===== src/rtl/seq_stage_ctrl.sv =====
// Multi-cycle stage sequencer for the Y86 SEQ datapath: steps each instruction
// through its stages, handles memory handshakes/timeouts, status and retire count.
module seq_stage_ctrl #(
    parameter int unsigned MEM_TIMEOUT = 15,
    parameter int unsigned CNT_WID     = 32
) (
    input  logic               CLK,
    input  logic               RST_N,
    input  logic               START,
    input  logic [3:0]         icode,
    input  logic               Cnd,
    input  logic               imem_ack,
    input  logic               dmem_ack,
    input  logic               dmem_err,
    output logic               imem_req,
    output logic               dmem_req,
    output logic               dmem_wr,
    output logic               fetch_en,
    output logic               decode_en,
    output logic               exec_en,
    output logic               cc_en,
    output logic               wb_en,
    output logic               pc_en,
    output logic [1:0]         pc_sel,
    output logic [3:0]         stat,
    output logic               busy,
    output logic [CNT_WID-1:0] retired
);

    typedef enum logic [2:0] {
        S_IDLE, S_FETCH, S_DECODE, S_EXEC, S_MEM, S_WB, S_PCUPD, S_HALT
    } state_t;

    localparam logic [3:0] STAT_AOK = 4'd1;
    localparam logic [3:0] STAT_HLT = 4'd2;
    localparam logic [3:0] STAT_ADR = 4'd3;
    localparam logic [3:0] STAT_INS = 4'd4;

    // Last cycle a request may wait; no ack here means a timeout fault.
    localparam logic [7:0] TMO_LAST = 8'(MEM_TIMEOUT - 1);
    localparam logic [CNT_WID-1:0] CNT_ONE = {{(CNT_WID-1){1'b0}}, 1'b1};

    state_t             state_q, state_d;
    logic [3:0]         stat_q, stat_d;
    logic [CNT_WID-1:0] retired_q, retired_d;
    logic [7:0]         tmo_q, tmo_d;

    logic needs_mem, mem_write, wb_after_mem, wb_no_mem;

    always_comb begin
        needs_mem    = icode inside {4'h4, 4'h5, 4'h8, 4'h9, 4'hA, 4'hB};
        mem_write    = icode inside {4'h4, 4'h8, 4'hA};
        wb_after_mem = icode inside {4'h5, 4'h8, 4'h9, 4'hA, 4'hB};
        wb_no_mem    = icode inside {4'h2, 4'h3, 4'h6};
    end

    always_ff @(posedge CLK or negedge RST_N) begin
        if (!RST_N) begin
            state_q   <= S_IDLE;
            stat_q    <= STAT_AOK;
            retired_q <= '0;
            tmo_q     <= '0;
        end else begin
            state_q   <= state_d;
            stat_q    <= stat_d;
            retired_q <= retired_d;
            tmo_q     <= tmo_d;
        end
    end

    always_comb begin
        state_d   = state_q;
        stat_d    = stat_q;
        retired_d = retired_q;
        tmo_d     = tmo_q;
        imem_req  = 1'b0;
        dmem_req  = 1'b0;
        dmem_wr   = 1'b0;
        fetch_en  = 1'b0;
        decode_en = 1'b0;
        exec_en   = 1'b0;
        cc_en     = 1'b0;
        wb_en     = 1'b0;
        pc_en     = 1'b0;
        pc_sel    = 2'd0;
        busy      = (state_q != S_IDLE) && (state_q != S_HALT);

        unique case (state_q)
            S_IDLE: begin
                if (START) begin
                    state_d = S_FETCH;
                    tmo_d   = '0;
                end
            end
            S_FETCH: begin
                imem_req = 1'b1;
                if (imem_ack) begin
                    fetch_en = 1'b1;
                    state_d  = S_DECODE;
                end else if (tmo_q == TMO_LAST) begin
                    state_d = S_HALT;
                    stat_d  = STAT_ADR;
                end else begin
                    tmo_d = tmo_q + 8'd1;
                end
            end
            S_DECODE: begin
                decode_en = 1'b1;
                if (icode == 4'h0) begin
                    state_d = S_HALT;
                    stat_d  = STAT_HLT;
                end else if (icode > 4'hB) begin
                    state_d = S_HALT;
                    stat_d  = STAT_INS;
                end else begin
                    state_d = S_EXEC;
                end
            end
            S_EXEC: begin
                exec_en = 1'b1;
                cc_en   = (icode == 4'h6);
                if (needs_mem) begin
                    state_d = S_MEM;
                    tmo_d   = '0;
                end else if (wb_no_mem) begin
                    state_d = S_WB;
                end else begin
                    state_d = S_PCUPD;
                end
            end
            S_MEM: begin
                dmem_req = 1'b1;
                dmem_wr  = mem_write;
                // An ack on the final timeout cycle still wins over the fault.
                if (dmem_ack) begin
                    if (dmem_err) begin
                        state_d = S_HALT;
                        stat_d  = STAT_ADR;
                    end else begin
                        state_d = wb_after_mem ? S_WB : S_PCUPD;
                    end
                end else if (tmo_q == TMO_LAST) begin
                    state_d = S_HALT;
                    stat_d  = STAT_ADR;
                end else begin
                    tmo_d = tmo_q + 8'd1;
                end
            end
            S_WB: begin
                wb_en   = 1'b1;
                state_d = S_PCUPD;
            end
            S_PCUPD: begin
                pc_en     = 1'b1;
                retired_d = retired_q + CNT_ONE;
                state_d   = S_FETCH;
                tmo_d     = '0;
                if (icode == 4'h9)
                    pc_sel = 2'd2;
                else if ((icode == 4'h8) || ((icode == 4'h7) && Cnd))
                    pc_sel = 2'd1;
                else
                    pc_sel = 2'd0;
            end
            S_HALT: begin
            end
            default: begin
                state_d = S_IDLE;
            end
        endcase
    end

    assign stat    = stat_q;
    assign retired = retired_q;

endmodule

===== config.mk =====
export PLATFORM = sky130hd
export DESIGN_NAME = seq_stage_ctrl
export DESIGN_NICKNAME = d
export VERILOG_FILES = /design/src/rtl/seq_stage_ctrl.sv
export SDC_FILE = /design/constraint.sdc
export NUM_CORES = 1
export LEC_CHECK = 0
export ABC_AREA = 1
export CAP_MARGIN = 40
export CORE_ASPECT_RATIO = 0.5
export CORE_UTILIZATION = 50
export CTS_CLUSTER_SIZE = 12
export DETAILED_ROUTE_END_ITERATION = 7
export PLACE_DENSITY = 0.86
export SKIP_CTS_REPAIR_TIMING = 1
export SYNTH_ARGS = -nofsm -noshare
export SYNTH_HDL_FRONTEND = slang
export SYNTH_SLANG_ARGS = --single-unit
export TNS_END_PERCENT = 10

===== constraint.sdc =====
create_clock -name CLK -period 3.4 [get_ports CLK]
set_input_delay 0.68 -clock CLK [delete_from_list [all_inputs] [get_ports CLK]]
set_output_delay 0.68 -clock CLK [all_outputs]
set_load 0.05 [all_outputs]

==> Word-level counts from Yosys, hierarchy flattened <==
Cells that the tools add are included.
Widths: inputs -> output; s select.
{ "classes": {"n_eq_ne": 24, "muxes": 37, "magnitude_cmp": 1, "n_reduce_logical": 16, "addsub": 2} }
{ "op_table": {"columns": ["operator", "count"], "rows": [
  ["$mux 8", 5],
  ["$pmux 8 s5", 1],
  ["$add 32x1->32 const B", 1],
  ["$mux 4", 6],
  ["$pmux 3 s7", 1],
  ["$mux 3", 6],
  ["$eq 4x3->1 const B", 4],
  ["$eq 4x4->1 const B", 4],
  ["$mux 2", 6],
  ["$pmux 4 s3", 1],
  ["$reduce_bool 3->1", 4],
  ["$mux 1", 11],
  ["$reduce_bool 5->1", 2],
  ["$eq 3x3->1 const B", 3],
  ["$ne 3x3->1 const B", 3],
  ["$add 8x1->8 const B", 1],
  ["$eq 4x2->1 const B", 2],
  ["$eq 8x4->1 const B", 1],
  ["$ne 2x2->1 const B", 4],
  ["$reduce_bool 7->1", 1],
  ["$eq 3x2->1 const B", 2],
  ["$reduce_bool 6->1", 1],
  ["$reduce_and 5->1", 1],
  ["$gt 4x4->1 const B", 1],
  ["other kinds (7)", 8]
]} }
{ "word_totals": {"ff_bits": 47, "elab_cells": 84, "out_inout_bits": 48} }

==> Longest topological paths before layout <==
{ "logic_depth": {"word_depth": 6, "depth_mapped": 10, "ltp_nobuf": 10} }

==> Least setup slack after synthesis <==
OpenSTA, ideal clock, no wires.
{ "synth_timing": {"path_type": "input port to output port", "from": "input icode[3]", "to": "output cc_en", "t_arrival_ns": 2.308, "stages": 3, "setup_slack_ns": 0.412, "cell_sequence": "inv_1 -> nand2_1 -> nor4_1"} }
{ "synth_via": {"elab_chain_len": 2} }
{ "synth_rtl": {"columns": ["item", "line", "source"], "rows": [
  ["from (decl)", "10", "input logic [3:0] icode,"],
  ["$eq 4x3->1", "121", "cc_en = (icode == 4'h6);"],
  ["$mux 1", "88", "unique case (state_q)"],
  ["to (decl)", "21", "output logic cc_en,"]
]} }
Every way passes these cells.

==> Worst setup path after layout <==
{ "layout_timing": {"from": "register state_q[0]", "to": "output pc_en"} }
{ "layout_via": {"elab_chain_len": 2} }
{ "layout_rtl": {"columns": ["item", "line", "source"], "rows": [
  ["from (decl)", "43", "state_t state_q, state_d;"],
  ["from (signal assigned)", "64", "state_q <= state_d;"],
  ["$eq 3x3->1", "88", null],
  ["$mux 1", "88", null],
  ["to (decl)", "23", "output logic pc_en,"]
]} }
Every way passes these cells.

==> reports/summary.log <==
[synthesis] flip-flop and latch count after synthesis 47
[grt] pin count of the biggest net entering global routing 31
[layout] Fillers 524
[synthesis] sequential fraction of the synthesis area 37.3%
[synthesis] number of flops mapped to enable cells by yosys 0
[pwr] total power per unit cell area 274 mW/mm2
[die] core area 0.00608 mm2
[layout] register cell area after layout 0.00118 mm2
[clocking] Clock transition at path regs 60 ps
[setup_path] Critical path origin state_q[0]
[synthesis] synthesized instance count 455
[synthesis] Most used DFF post-synth dfrtp_1
[die] cell row count 20
[synthesis] Simple-Gate Fraction of Synth Area 45.4%
[setup_path] maximum fanout count along the critical path 13
[setup_path] Crit path buffers/inverters 3
[setup_path] CP Data Arrival Time 2170 ps
[sta] maximum frequency from static timing analysis 351 MHz
[route] routed len/inst 11.7 um
[pwr] largest voltage drop on the vdd net 0.169 mV
[placed_design] post-detailed-placement half-perimeter wirelength 5500 um
[route] Detailed Routing Iterations Pass 1 5
[setup_path] kind of end point of the critical path primary output
[layout] most common cell after layout, fill and taps aside nand2_1
[setup_path] register-to-register setup slack 1690 ps
[route] number of remaining DRC errors 0
[grt] antenna violations before repair 0
[layout] number of nets in the layout 532
[setup_path] slowest cell on the critical path clkdlybuf4s50_1
[sta] worst slew pin tran 532 ps
[synthesis] syn nets 469
[clocking] Clock Path Buffers 2
[layout] commonest non-fill, non-tap cells in the layout nand2_1, nor2_1, inv_1
[setup_path] R2R Path End stat[2]
[synthesis] parity-gate share of the synthesized area counting xor and xnor cells 5.28%
[route] Vias/cell 5.02
[placed_design] number of port buffers 58
[setup_path] gate family responsible for the most delay along the worst path buffers and inverters
[status] status complete, no violations
[die] overall die width 114 um
[synthesis] synthesized-area fraction occupied by ao, oa, aoi and oai cells 3.06%
[layout] area of the multi-input gates 0.00173 mm2
[synthesis] warning count from the yosys run 0
[min_path] min-delay worst type in2async
[placed_design] weighted congestion at the end of routability-driven global placement 0.906
[route] drt first-iter violations 176
[sta] post-route clock period utilization 83.8%
[sta] final number of hold-violating endpoints 0
[route] via count 3048
[pwr] Pleak 0.00184 uW
[clocking] clock tree from TritonCTS yes
[grt] Global Route Usage Sum 23.5%
[route] ANT nets after route 0
[sta] tightest hold margin 322 ps
[setup_path] crit-path cells inv_2 -> nand3_4 -> inv_4 -> clkdlybuf4s50_1
[grt] via count of the first global-routing pass 2787
[synthesis] mux share of post-synthesis cell area 0%
[sta] relative slew slack 64.5%
[flow_run] reported max-cap violation count 0
[setup_path] Crit Path Class reg2out
[pwr] post-route total power 1090 uW
[route] final wirelength 7090 um
[setup_path] number of cells on the worst reg-to-reg path 8
[die] Starting Density 51.9%
[setup_path] Max stage delay on crit path 820 ps
[sta] Max Transition Viols Final 0
[setup_path] worst reg2reg path startpoint state_q[0]
[layout] Antenna diodes 0
[clocking] CTS Sinks 47
[synthesis] netlist area before placement 0.00315 mm2
[sta] final sum of negative setup slack 0 ps
[setup_path] launching element type of the critical path flip-flop
[clocking] Worst-Skew Late Latency 280 ps
[sta] Setup Skew 2.54 ps
[clocking] Clock Tree Root clkbuf_16
[synthesis] fraction of registers with async set/reset 100%
[sta] final critical-path required period 2850 ps
[sta] unrepaired setup endpoints after global routing false
[synthesis] synthesized-area fraction occupied by adder cells 1.19%
[die] Die Ht 58.2 um
[layout] Area growth syn-to-layout 25.9%
[synthesis] Avg Synthesized Cell Area 6.93 um2
[clocking] number of H-tree levels 2
[sta] Setup-failing EPs final 0
[layout] layout cells sized above 1 9.25%
[synthesis] dominant combinational cell family by area after synthesis simple AND/OR/NAND/NOR gates
[grt] global-route wire length before repair 12400 um
[die] Total Die Area 0.00665 mm2
[grt] overall overflow remaining after global route 0
[clocking] CTS buffer count 5
[synthesis] count of distinct cell types in the synthesized netlist 31
[setup_path] CP Data Required Time 2720 ps
[die] number of I/O pins 59
-- sequential cells by signal, summed over array words and instances (netlist names) --
name and count:
state_q 3, stat 4, retired 32, tmo_q 8
-- logic make-up after synthesis --
logic type                 count (synthesis)
DFF                                       47
and+or+nand+nor                          305
AOI/OAI and AO/OA                         18
buffers and inverters                     63
xor gates and xnor gates                  19
adders and majority gates                  3
-- per-stage QoR --
step / instance area, um2 / utilization, % / worst slack, ps / instances
global route: 3970 / 65.3 / 456 / 607
detailed placement: 3830 / 63.0 / 850 / 599
finish: 3970 / 65.3 / 549 / 607
floorplan: 3150 / - / 412 / 455
CTS: 3970 / 65.3 / 551 / 607
global placement: 3810 / 62.7 / 877 / 598
-- power breakdown --
group | switching, uW | total (uW) | internal, uW
logic | 33.0 | 52.7 | 19.6
registers | 1.21 | 563 | 562
clock network | 201 | 473 | 272
total | 235 | 1090 | 853
-- routing by layer --
metal | vias to the layer above | routed length, um | global-route usage, %
met2 | 98 | 3340 | 40.4
met5 | - | 0 | 0
met4 | 0 | 91 | 6.49
met1 | 1401 | 3260 | 30.8
li1 | 1536 | - | -
met3 | 13 | 409 | 4.39
-- cell type report --
cell class                      instances  area share, %
Multi-Input combinational cell        345           43.7
Sequential cell                        47           29.7
Timing Repair Buffer                   59           14.7
Inverter                               60           5.74
Clock buffer                            7           3.34
Tap cell                               88           2.77
Clock inverter                          1          0.126
-- cell usage after synthesis, types with 2 or more instances --
cell | n | area share (%)
nand4_1 | 6 | 1.2
nor3_1 | 3 | 0.48
nor2_2 | 5 | 0.99
nor3b_1 | 2 | 0.48
nand3_1 | 29 | 4.6
buf_2 | 3 | 0.48
inv_1 | 53 | 6.3
nand3_2 | 3 | 0.95
xor2_1 | 12 | 3.3
nand2_2 | 4 | 0.79
nand3b_1 | 6 | 1.4
nor2_1 | 67 | 8.0
xnor2_1 | 7 | 1.9
a21oi_1 | 6 | 0.95
ha_1 | 3 | 1.2
o21ai_0 | 8 | 1.3
nand2_4 | 3 | 1.1
nand2_1 | 164 | 20
nor2_4 | 6 | 2.1
inv_2 | 6 | 0.71
nor2_8 | 2 | 1.3
dfrtp_1 | 46 | 37
nand3_4 | 3 | 1.7
-- how the worst max path moves through the flow --
stage,endpoint,slack [ps],cells past startpoint
5_1_grt,pc_en,460,4
6_report,pc_en,550,4
2_1_floorplan,cc_en,410,3
3_3_place_gp,pc_sel[0],880,6
4_1_cts,pc_en,550,4
3_5_place_dp,dmem_wr,850,6
Note: power is estimated with default switching activity, not from simulation.
